## src/rtl/handshake_rr_ctrl_arbiter.sv

```systemverilog
// Round-robin arbiter for control tokens. Each cycle it grants the first valid
// requester at or after the priority pointer, with wrap-around. The winner's index
// goes into a one-slot output register and is presented as a handshake token.
// A token may be emitted and a new one accepted in the same cycle, so the arbiter
// can pass one token per cycle.
module handshake_rr_ctrl_arbiter #(
  parameter int NUM_INPUTS  = 4,
  parameter int INDEX_WIDTH = 2
) (
  input  logic                   clk,
  input  logic                   rst,
  input  logic [NUM_INPUTS-1:0]  ins_valid,
  output logic [NUM_INPUTS-1:0]  ins_ready,
  output logic [INDEX_WIDTH-1:0] index,
  output logic                   index_valid,
  input  logic                   index_ready
);

  logic                   full_r;
  logic [INDEX_WIDTH-1:0] idx_r;
  logic [INDEX_WIDTH-1:0] ptr_r;

  logic                   found_s;
  logic [INDEX_WIDTH-1:0] gnt_idx_s;
  logic                   slot_free_s;
  logic                   accept_s;
  logic                   emit_s;
  logic [INDEX_WIDTH-1:0] ptr_next_s;

  // Winner search: first pass covers indices at or above the pointer, second pass wraps to the bottom
  always_comb begin
    found_s   = 1'b0;
    gnt_idx_s = '0;
    for (int i = 0; i < NUM_INPUTS; i++) begin
      if (!found_s && ins_valid[i] && (INDEX_WIDTH'(i) >= ptr_r)) begin
        found_s   = 1'b1;
        gnt_idx_s = INDEX_WIDTH'(i);
      end else begin
      end
    end
    for (int i = 0; i < NUM_INPUTS; i++) begin
      if (!found_s && ins_valid[i]) begin
        found_s   = 1'b1;
        gnt_idx_s = INDEX_WIDTH'(i);
      end else begin
      end
    end
  end

  // The slot can take a token when it is empty or is being drained this cycle
  assign slot_free_s = ~full_r | index_ready;
  // No transfer happens while reset is held, so the ready lines stay low during reset
  assign accept_s    = rst & found_s & slot_free_s;
  assign emit_s      = full_r & index_ready;
  assign ptr_next_s  = (gnt_idx_s == INDEX_WIDTH'(NUM_INPUTS - 1)) ? '0
                                                                  : gnt_idx_s + INDEX_WIDTH'(1);

  // Only the winner sees ready; it depends on the grant and the slot state, never on other readies
  always_comb begin
    ins_ready = '0;
    for (int i = 0; i < NUM_INPUTS; i++) begin
      if (accept_s && (gnt_idx_s == INDEX_WIDTH'(i))) begin
        ins_ready[i] = 1'b1;
      end else begin
        ins_ready[i] = 1'b0;
      end
    end
  end

  // Slot occupancy, stored index and priority pointer; reset drops any held token
  always_ff @(posedge clk) begin
    if (!rst) begin
      full_r <= 1'b0;
      idx_r  <= '0;
      ptr_r  <= '0;
    end else if (accept_s) begin
      full_r <= 1'b1;
      idx_r  <= gnt_idx_s;
      ptr_r  <= ptr_next_s;
    end else if (emit_s) begin
      full_r <= 1'b0;
    end else begin
      full_r <= full_r;
    end
  end

  assign index       = idx_r;
  assign index_valid = full_r;

endmodule

```

## config.mk

```make
export PLATFORM = sky130hd
export DESIGN_NAME = handshake_rr_ctrl_arbiter
export DESIGN_NICKNAME = d
export VERILOG_FILES = /design/src/rtl/handshake_rr_ctrl_arbiter.sv
export SDC_FILE = /design/constraint.sdc
export NUM_CORES = 1
export LEC_CHECK = 0
export BUFFER_PORTS_ARGS = -buffer_cell sky130_fd_sc_hd__clkbuf_2
export CORE_AREA = 3 3 40 42
export DETAILED_ROUTE_END_ITERATION = 10
export DIE_AREA = 0 0 43 45
export GPL_TIMING_DRIVEN = 0
export PLACE_DENSITY_LB_ADDON = 0.25
export SYNTH_ARGS = -nofsm -noshare
export SYNTH_HDL_FRONTEND = slang
export SYNTH_SLANG_ARGS = --single-unit
```

## constraint.sdc

```tcl
create_clock -name clk -period 2.1 [get_ports clk]
set_input_delay 0.315 -clock clk [delete_from_list [all_inputs] [get_ports clk]]
set_output_delay 0.315 -clock clk [all_outputs]
set_load 0.01 [all_outputs]
```

==> out/metrics.cfg, run 1 <==
[hold_path]
holdPathEnd = ptr_r[0]
hp-class = in2reg
hold_start = rst
worstHoldPathCells = 3

[detailed_routing]
ant_nets = 0
met2_length_um = 378
wl_per_cell_um = 10.1
wl_met1_um = 400
drt_pre_antenna_iters = 2
routed_wirelength_um = 822
drc_errors = 0
dr_total_vias = 381
via_per_inst = 4.70
wl_met3_um = 43
top_layer_used = met3
drtIter0Drc = 7

[worst_setup_path]
cp-end-kind = output pin
path_max_fanout = 7
cp.arrival_ns = 1.72
critPathMaxStageDelay_ns = 0.31
cp_slowest_cell = dfxtp_2
crit_buf_inv = 3
required_ns = 1.78
cp_top_family = compound AO/OA/AOI/OAI gates
reg2reg_depth = 8
path_cells = buf_6 -> a21oi_1 -> o21a_1 -> o22ai_2 -> buf_4 -> ha_1 -> and3_1 -> buf_2
r2r_start = ptr_r[1]
worstReg2RegEnd = ptr_r[1]
ff2ff_setup_slack_ns = 0.55
crit_path_start_kind = flop
worst-setup-path-type = reg2out

[yosys]
synth-xor-area-share_pct = 0
synth_mux_area_share_pct = 2.62
synthAdderAreaFrac_pct = 13.1
syn_avg_cell_area_sq_um = 8.67
yosys_warnings = 0
syn_nets = 55
synth_top_family_by_area = compound AO/OA/AOI/OAI gates
synth_edf_count = 0
netlist_area_sq_um = 382
synth_compound_area_share_pct = 27.2
synth_cells = 44
synth-simple-area-share_pct = 21.0
ys.flop_type = dfxtp_1
yosysUniqueCellTypes = 22
synthArstFlopShare_pct = 0
seq_area_frac_synth_pct = 26.2
ys_ff_latch = 5

[timing]
grt_setup_unrepaired = true
period_minus_slack_ns = 2.03
finalHoldViolations = 0
clock_skew_ns = 0.00931
setup_viol = 0
slew_viol_final = 0
slew_headroom_pct = 77.1
hold_ws_ns = 0.365
worstMarginPinSlew_ns = 0.344
setup_ws_ns = 0.0697
min_period_over_period_pct = 96.7
max_freq_mhz = 493

[global_route]
track_usage_pct = 9.33
grt_overflow = 0
grt_pass1_vias = 352
antenna_found_initial = 0
grt_max_degree = 11
grt_pass1_wl_mm = 1.38

[power_and_ir_drop]
p_per_area_nw_per_um2 = 669
total_power_w = 0.000364
p_leak_nw = 0.287
ir_drop_mv = 0.408

[place]
dpl_worst_slack_ns = 0.198
globalplace.congestion = 0.736
dp_cells = 72
dpl.hpwl_um = 594
port_buffers = 13

[layout]
final-seq-area_sq_um = 101
final_cells = 81
layout-area-overhead-vs-synth_pct = 42.3
drive_above_1_share_pct = 45.5
nets = 78
nFillCells = 145
diodes = 0
multi_input_area_sq_um = 253

[die]
design.die.area_sq_um = 1940
die_h_um = 45
rows = 13
ios = 14
die_w_um = 43
start_util_pct = 29.7
core_area_sq_um = 1280

[clocking]
clock_latency_ns = 0.24
clock-root-buffer = clkbuf_4
clkTransAtPathRegs_ns = 0.05
tritoncts = done
h-tree-depth = 1
numCtsBuffers = 3
cts_max_path_buffers = 2
clkSinkCount = 5

[run_status]
status = completed

[job]
timing.max_cap.violations = 0

==> cell usage in the layout, fill, tap and decap left out <==
cell type,instances
o221a_1,1
clkbuf_4,3
buf_6,2
buf_2,1
o22ai_1,2
nand3b_1,1
o221ai_2,1
inv_1,3
mux2i_1,1
nor2b_1,1
inv_2,1
and3_1,4
nor4_2,1
a21o_1,1
o211a_1,1
a21boi_0,1
clkbuf_2,12
o21a_1,2
ha_2,1
o22ai_2,1
ha_1,3
a21oi_2,1
nand2b_1,1
buf_4,5
nand2_1,6
dfxtp_2,1
a21oi_1,2
clkbuf_1,2
dfxtp_1,4
==> cells in the mapped netlist (all sizes together) (2+ instances only) <==
| cell type | n | share of area [%] |
|---|---|---|
| buf | 2 | 4.9 |
| dfxtp | 5 | 26 |
| and3 | 4 | 6.6 |
| nand2 | 6 | 5.9 |
| a21oi | 3 | 4.9 |
| ha | 4 | 13 |
| o21a | 2 | 3.9 |
| o22ai | 3 | 4.9 |
| inv | 4 | 3.9 |
==> per-layer routing <==
metal	vias up	track usage (%)
li1	199	-
met1	174	11.6
met2	8	14.4
met3	0	5.18
met4	0	1.81
met5	-	0
==> how the worst max path moves through the flow <==
| stage | start | end | depth (start not counted) |
|---|---|---|---|
| after floorplan | ptr_r[1] | ins_ready[3] | 7 |
| after global placement | ins_valid[0] | ins_ready[3] | 8 |
| after detailed placement | ins_valid[0] | ins_ready[3] | 8 |
| after CTS | ptr_r[1] | ins_ready[3] | 8 |
| after global routing | ptr_r[1] | ins_ready[1] | 8 |
| final | ptr_r[1] | ins_ready[1] | 8 |
==> sequential cells by signal, summed over array words and instances, names as in the netlist <==
register	flops
ptr_r	2
index_valid	1
index	2
==> power breakdown <==
group / switching, W / internal (W) / leakage [nW]
Sequential: 0.00000664 / 0.000108 / 0.0418
Combinational: 0.0000673 / 0.0000720 / 0.230
Clock: 0.0000382 / 0.0000718 / 0.0150
==> tightest hold or removal path, cell delays in order <==
cell and delay (ns):
clkbuf_2 0.09, nand3b_1 0.08, o22ai_1 0.07
==> timing repair <==
item,in CTS,in global routing
resized for setup,1,5
setup endpoints to repair,1,2
endpoints found under the hold margin,0,0
pin swaps,0,2
setup buffers,0,5
hold buffers,0,0
==> metrics by stage <==
step | area (sq um) | TNS, ns | utilization, %
2_1_floorplan | 382 | 0 | -
3_3_place_gp | 465 | 0 | 36.2
3_5_place_dp | 465 | 0 | 36.2
4_1_cts | 498 | 0 | 38.8
5_1_grt | 543 | -0.0405 | 42.3
6_report | 543 | 0 | 42.3
==> kinds of logic (layout without fill, tap and decap cells) <==
| logic type | after synthesis | after routing |
|---|---|---|
| and+or+nand+nor | 14 | 14 |
| DFF | 5 | 5 |
| buffers and inverters | 7 | 29 |
| AOI/OAI and AO/OA | 13 | 13 |
| muxes | 1 | 1 |
| adders and majority gates | 4 | 4 |
==> area by class of cell <==
| cell class | count | area share (%) |
|---|---|---|
| Clock buffer | 4 | 4.84 |
| Inverter | 4 | 2.76 |
| Multi-Input combinational cell | 32 | 46.5 |
| Tap cell | 15 | 3.46 |
| Buffer | 3 | 4.84 |
| Timing Repair Buffer | 18 | 18.9 |
| Sequential cell | 5 | 18.7 |
Power figures use the tool's default switching activity.
==> run 2, diff against run 1 <==
--- a/config.mk
+++ b/config.mk
@@ -11,6 +11,7 @@
 export DIE_AREA = 0 0 43 45
 export GPL_TIMING_DRIVEN = 0
 export PLACE_DENSITY_LB_ADDON = 0.25
+export SKIP_CTS_REPAIR_TIMING = 1
 export SYNTH_ARGS = -nofsm -noshare
 export SYNTH_HDL_FRONTEND = slang
 export SYNTH_SLANG_ARGS = --single-unit
==> constraint.sdc (replaced) <==
create_clock -name clk -period 2.1 [get_ports clk]
set_input_delay 0.315 -clock clk [delete_from_list [all_inputs] [get_ports clk]]
set_output_delay 0.315 -clock clk [all_outputs]
set_load 0.1 [all_outputs]
==> run 2 against run 1 <==
Core utilization grew 7.2 points. Highest routed layer unchanged. Critical path type unchanged. Non-clock buffer count fell by 2. Sequential share of layout area decreased by 2.7 points. Global-route usage rose by 0.091 points. Die area unchanged. Worst setup slack worse by 0.031 ns.
==> out/metrics.cfg, run 2 (synthesis results as in run 1) <==
[run_status]
status = completed

[power_and_ir_drop]
ir_drop_mv = 0.301  ; -26%
power_frac_clock_pct = 22.9  ; -7.4 points
comb_power_share_pct = 53.0  ; +15 points
p_per_area_nw_per_um2 = 753  ; +12%
internal-power_w = 0.000275  ; +9.5%
p_switching_w = 0.000203  ; +81%
p_leak_nw = 0.287  ; about the same
switching_share_pct = 42.5  ; +12 points
p_seq_share_pct = 24.1  ; -7.3 points

[timing]
grt_setup_unrepaired = true
hold_ws_ns = 0.355  ; -0.00982 ns
clock_skew_ns = 0.00110  ; -0.00821 ns
max_freq_mhz = 485  ; -1.5%
finalHoldViolations = 0  ; unchanged
min_period_over_period_pct = 98.2  ; +1.5 points
setup_viol = 0  ; unchanged
slew_viol_final = 0  ; unchanged
setup_ws_ns = 0.0387  ; -0.0311 ns
period_minus_slack_ns = 2.06  ; +0.0311 ns
slew_headroom_pct = 64.0  ; -13 points
worstMarginPinSlew_ns = 0.542  ; +0.198 ns

[clocking]
clkTransAtPathRegs_ns = 0.04  ; about the same
tritoncts = done
clock_latency_ns = 0.24  ; about the same
clkSinkCount = 5  ; unchanged
numCtsBuffers = 3  ; unchanged
h-tree-depth = 1  ; unchanged
clock-root-buffer = clkbuf_4
cts_max_path_buffers = 2  ; unchanged

[worst_setup_path]
reg2reg_depth = 8  ; unchanged
required_ns = 1.78  ; about the same
cp-end-kind = output pin
path_max_fanout = 7  ; unchanged
crit_path_start_kind = flop
cp.arrival_ns = 1.75  ; +0.03 ns
worst-setup-path-type = reg2out

[detailed_routing]
top_layer_used = met3
wl_met1_um = 412  ; +3.0%
via_per_inst = 4.77  ; +1.5%
drtIter0Drc = 5  ; -2
ant_nets = 0  ; unchanged
routed_wirelength_um = 914  ; +11%
drt_pre_antenna_iters = 4  ; +2
drc_errors = 0  ; unchanged
dr_total_vias = 377  ; -1.0%
met2_length_um = 461  ; +22%
wl_met3_um = 39  ; -9.3%
wl_per_cell_um = 11.6  ; +14%

[global_route]
antenna_found_initial = 0  ; unchanged
grt_overflow = 0  ; unchanged
grt_pass1_wl_mm = 1.33  ; -3.6%
track_usage_pct = 9.42  ; +0.091 points
grt_max_degree = 11  ; unchanged
grt_pass1_vias = 326  ; -7.4%

[place]
globalplace.congestion = 0.760  ; +3.3%
place_area_sq_um = 470  ; +1.1%
dpl.hpwl_um = 596  ; +0.22%
dpl_worst_slack_ns = -0.0825  ; -0.280 ns
port_buffers = 13  ; unchanged

[layout]
drive_above_1_share_pct = 56.3  ; +11 points
multi_input_area_sq_um = 300  ; +19%
layout-area-overhead-vs-synth_pct = 66.6
diodes = 0  ; unchanged
final-seq-area_sq_um = 101  ; unchanged
layout_common_cells = 9 x clkbuf_2, 6 x nand2_1, 4 x dfxtp_1, 4 x buf_12
stdcell_area_sq_um = 636  ; +17%
nFillCells = 124  ; -14%
final_common_cell = clkbuf_2
nets = 76  ; -2.6%

[die]
design.die.area_sq_um = 1940  ; unchanged
die_w_um = 43  ; unchanged
ios = 14  ; unchanged
start_util_pct = 29.7  ; unchanged
rows = 13  ; unchanged
die_h_um = 45  ; unchanged
core_area_sq_um = 1280  ; unchanged

[hold_path]
worstHoldPathCells = 3  ; unchanged
hp-class = in2reg

[job]
timing.max_cap.violations = 0  ; unchanged

[run 2: critical path, cell delays in order, from the launching register on]
cell     delay [ns]
dfxtp_2        0.31
buf_6          0.12
a21oi_2        0.05
o21a_1         0.20
o22ai_2        0.25
inv_2          0.09
ha_2           0.18
and3_4         0.15
buf_12         0.16
[run 2: stage by stage]
stage	std cells	TNS [ns]	utilization (%)	total power, W
2_1_floorplan	44	0	-	0.000273
3_3_place_gp	72	-0.0860	36.6	0.000305
3_5_place_dp	72	-0.115	36.6	0.000307
4_1_cts	76	-1.03	38.7	0.000422
5_1_grt	79	-0.179	49.5	0.000509
6_report	79	0	49.5	0.000478
[run 2: area by class of cell]
cell class	instances	share of cell area (%)
Inverter	4	2.36
Multi-Input combinational cell	32	47.2
Sequential cell	5	15.9
Clock buffer	4	4.13
Tap cell	15	2.95
Buffer	3	4.13
Timing Repair Buffer	16	23.2
[run 2: worst paths after layout]
kind                  end      from  slack, ns
max          ins_ready[2]  ptr_r[1]       0.04
min              ptr_r[0]       rst       0.36
max reg2reg      ptr_r[0]  ptr_r[1]       0.59
min reg2reg      index[0]  index[0]       0.47
[run 2: layer usage]
metal,vias up,global-route usage [%]
li1,198,-
met2,7,12.6
met3,0,3.59
met5,-,0
met1,172,12.1
met4,0,7.23
[run 2: power by group through the flow]
| stage | clock network [W] | registers [W] | logic (W) |
|---|---|---|---|
| after global placement | 0 | 0.000114 | 0.000191 |
| final | 0.000110 | 0.000115 | 0.000253 |
| after CTS | 0.000115 | 0.000113 | 0.000193 |
| after floorplan | 0 | 0.000152 | 0.000121 |
| after global routing | 0.000123 | 0.000116 | 0.000270 |
| after detailed placement | 0 | 0.000115 | 0.000193 |
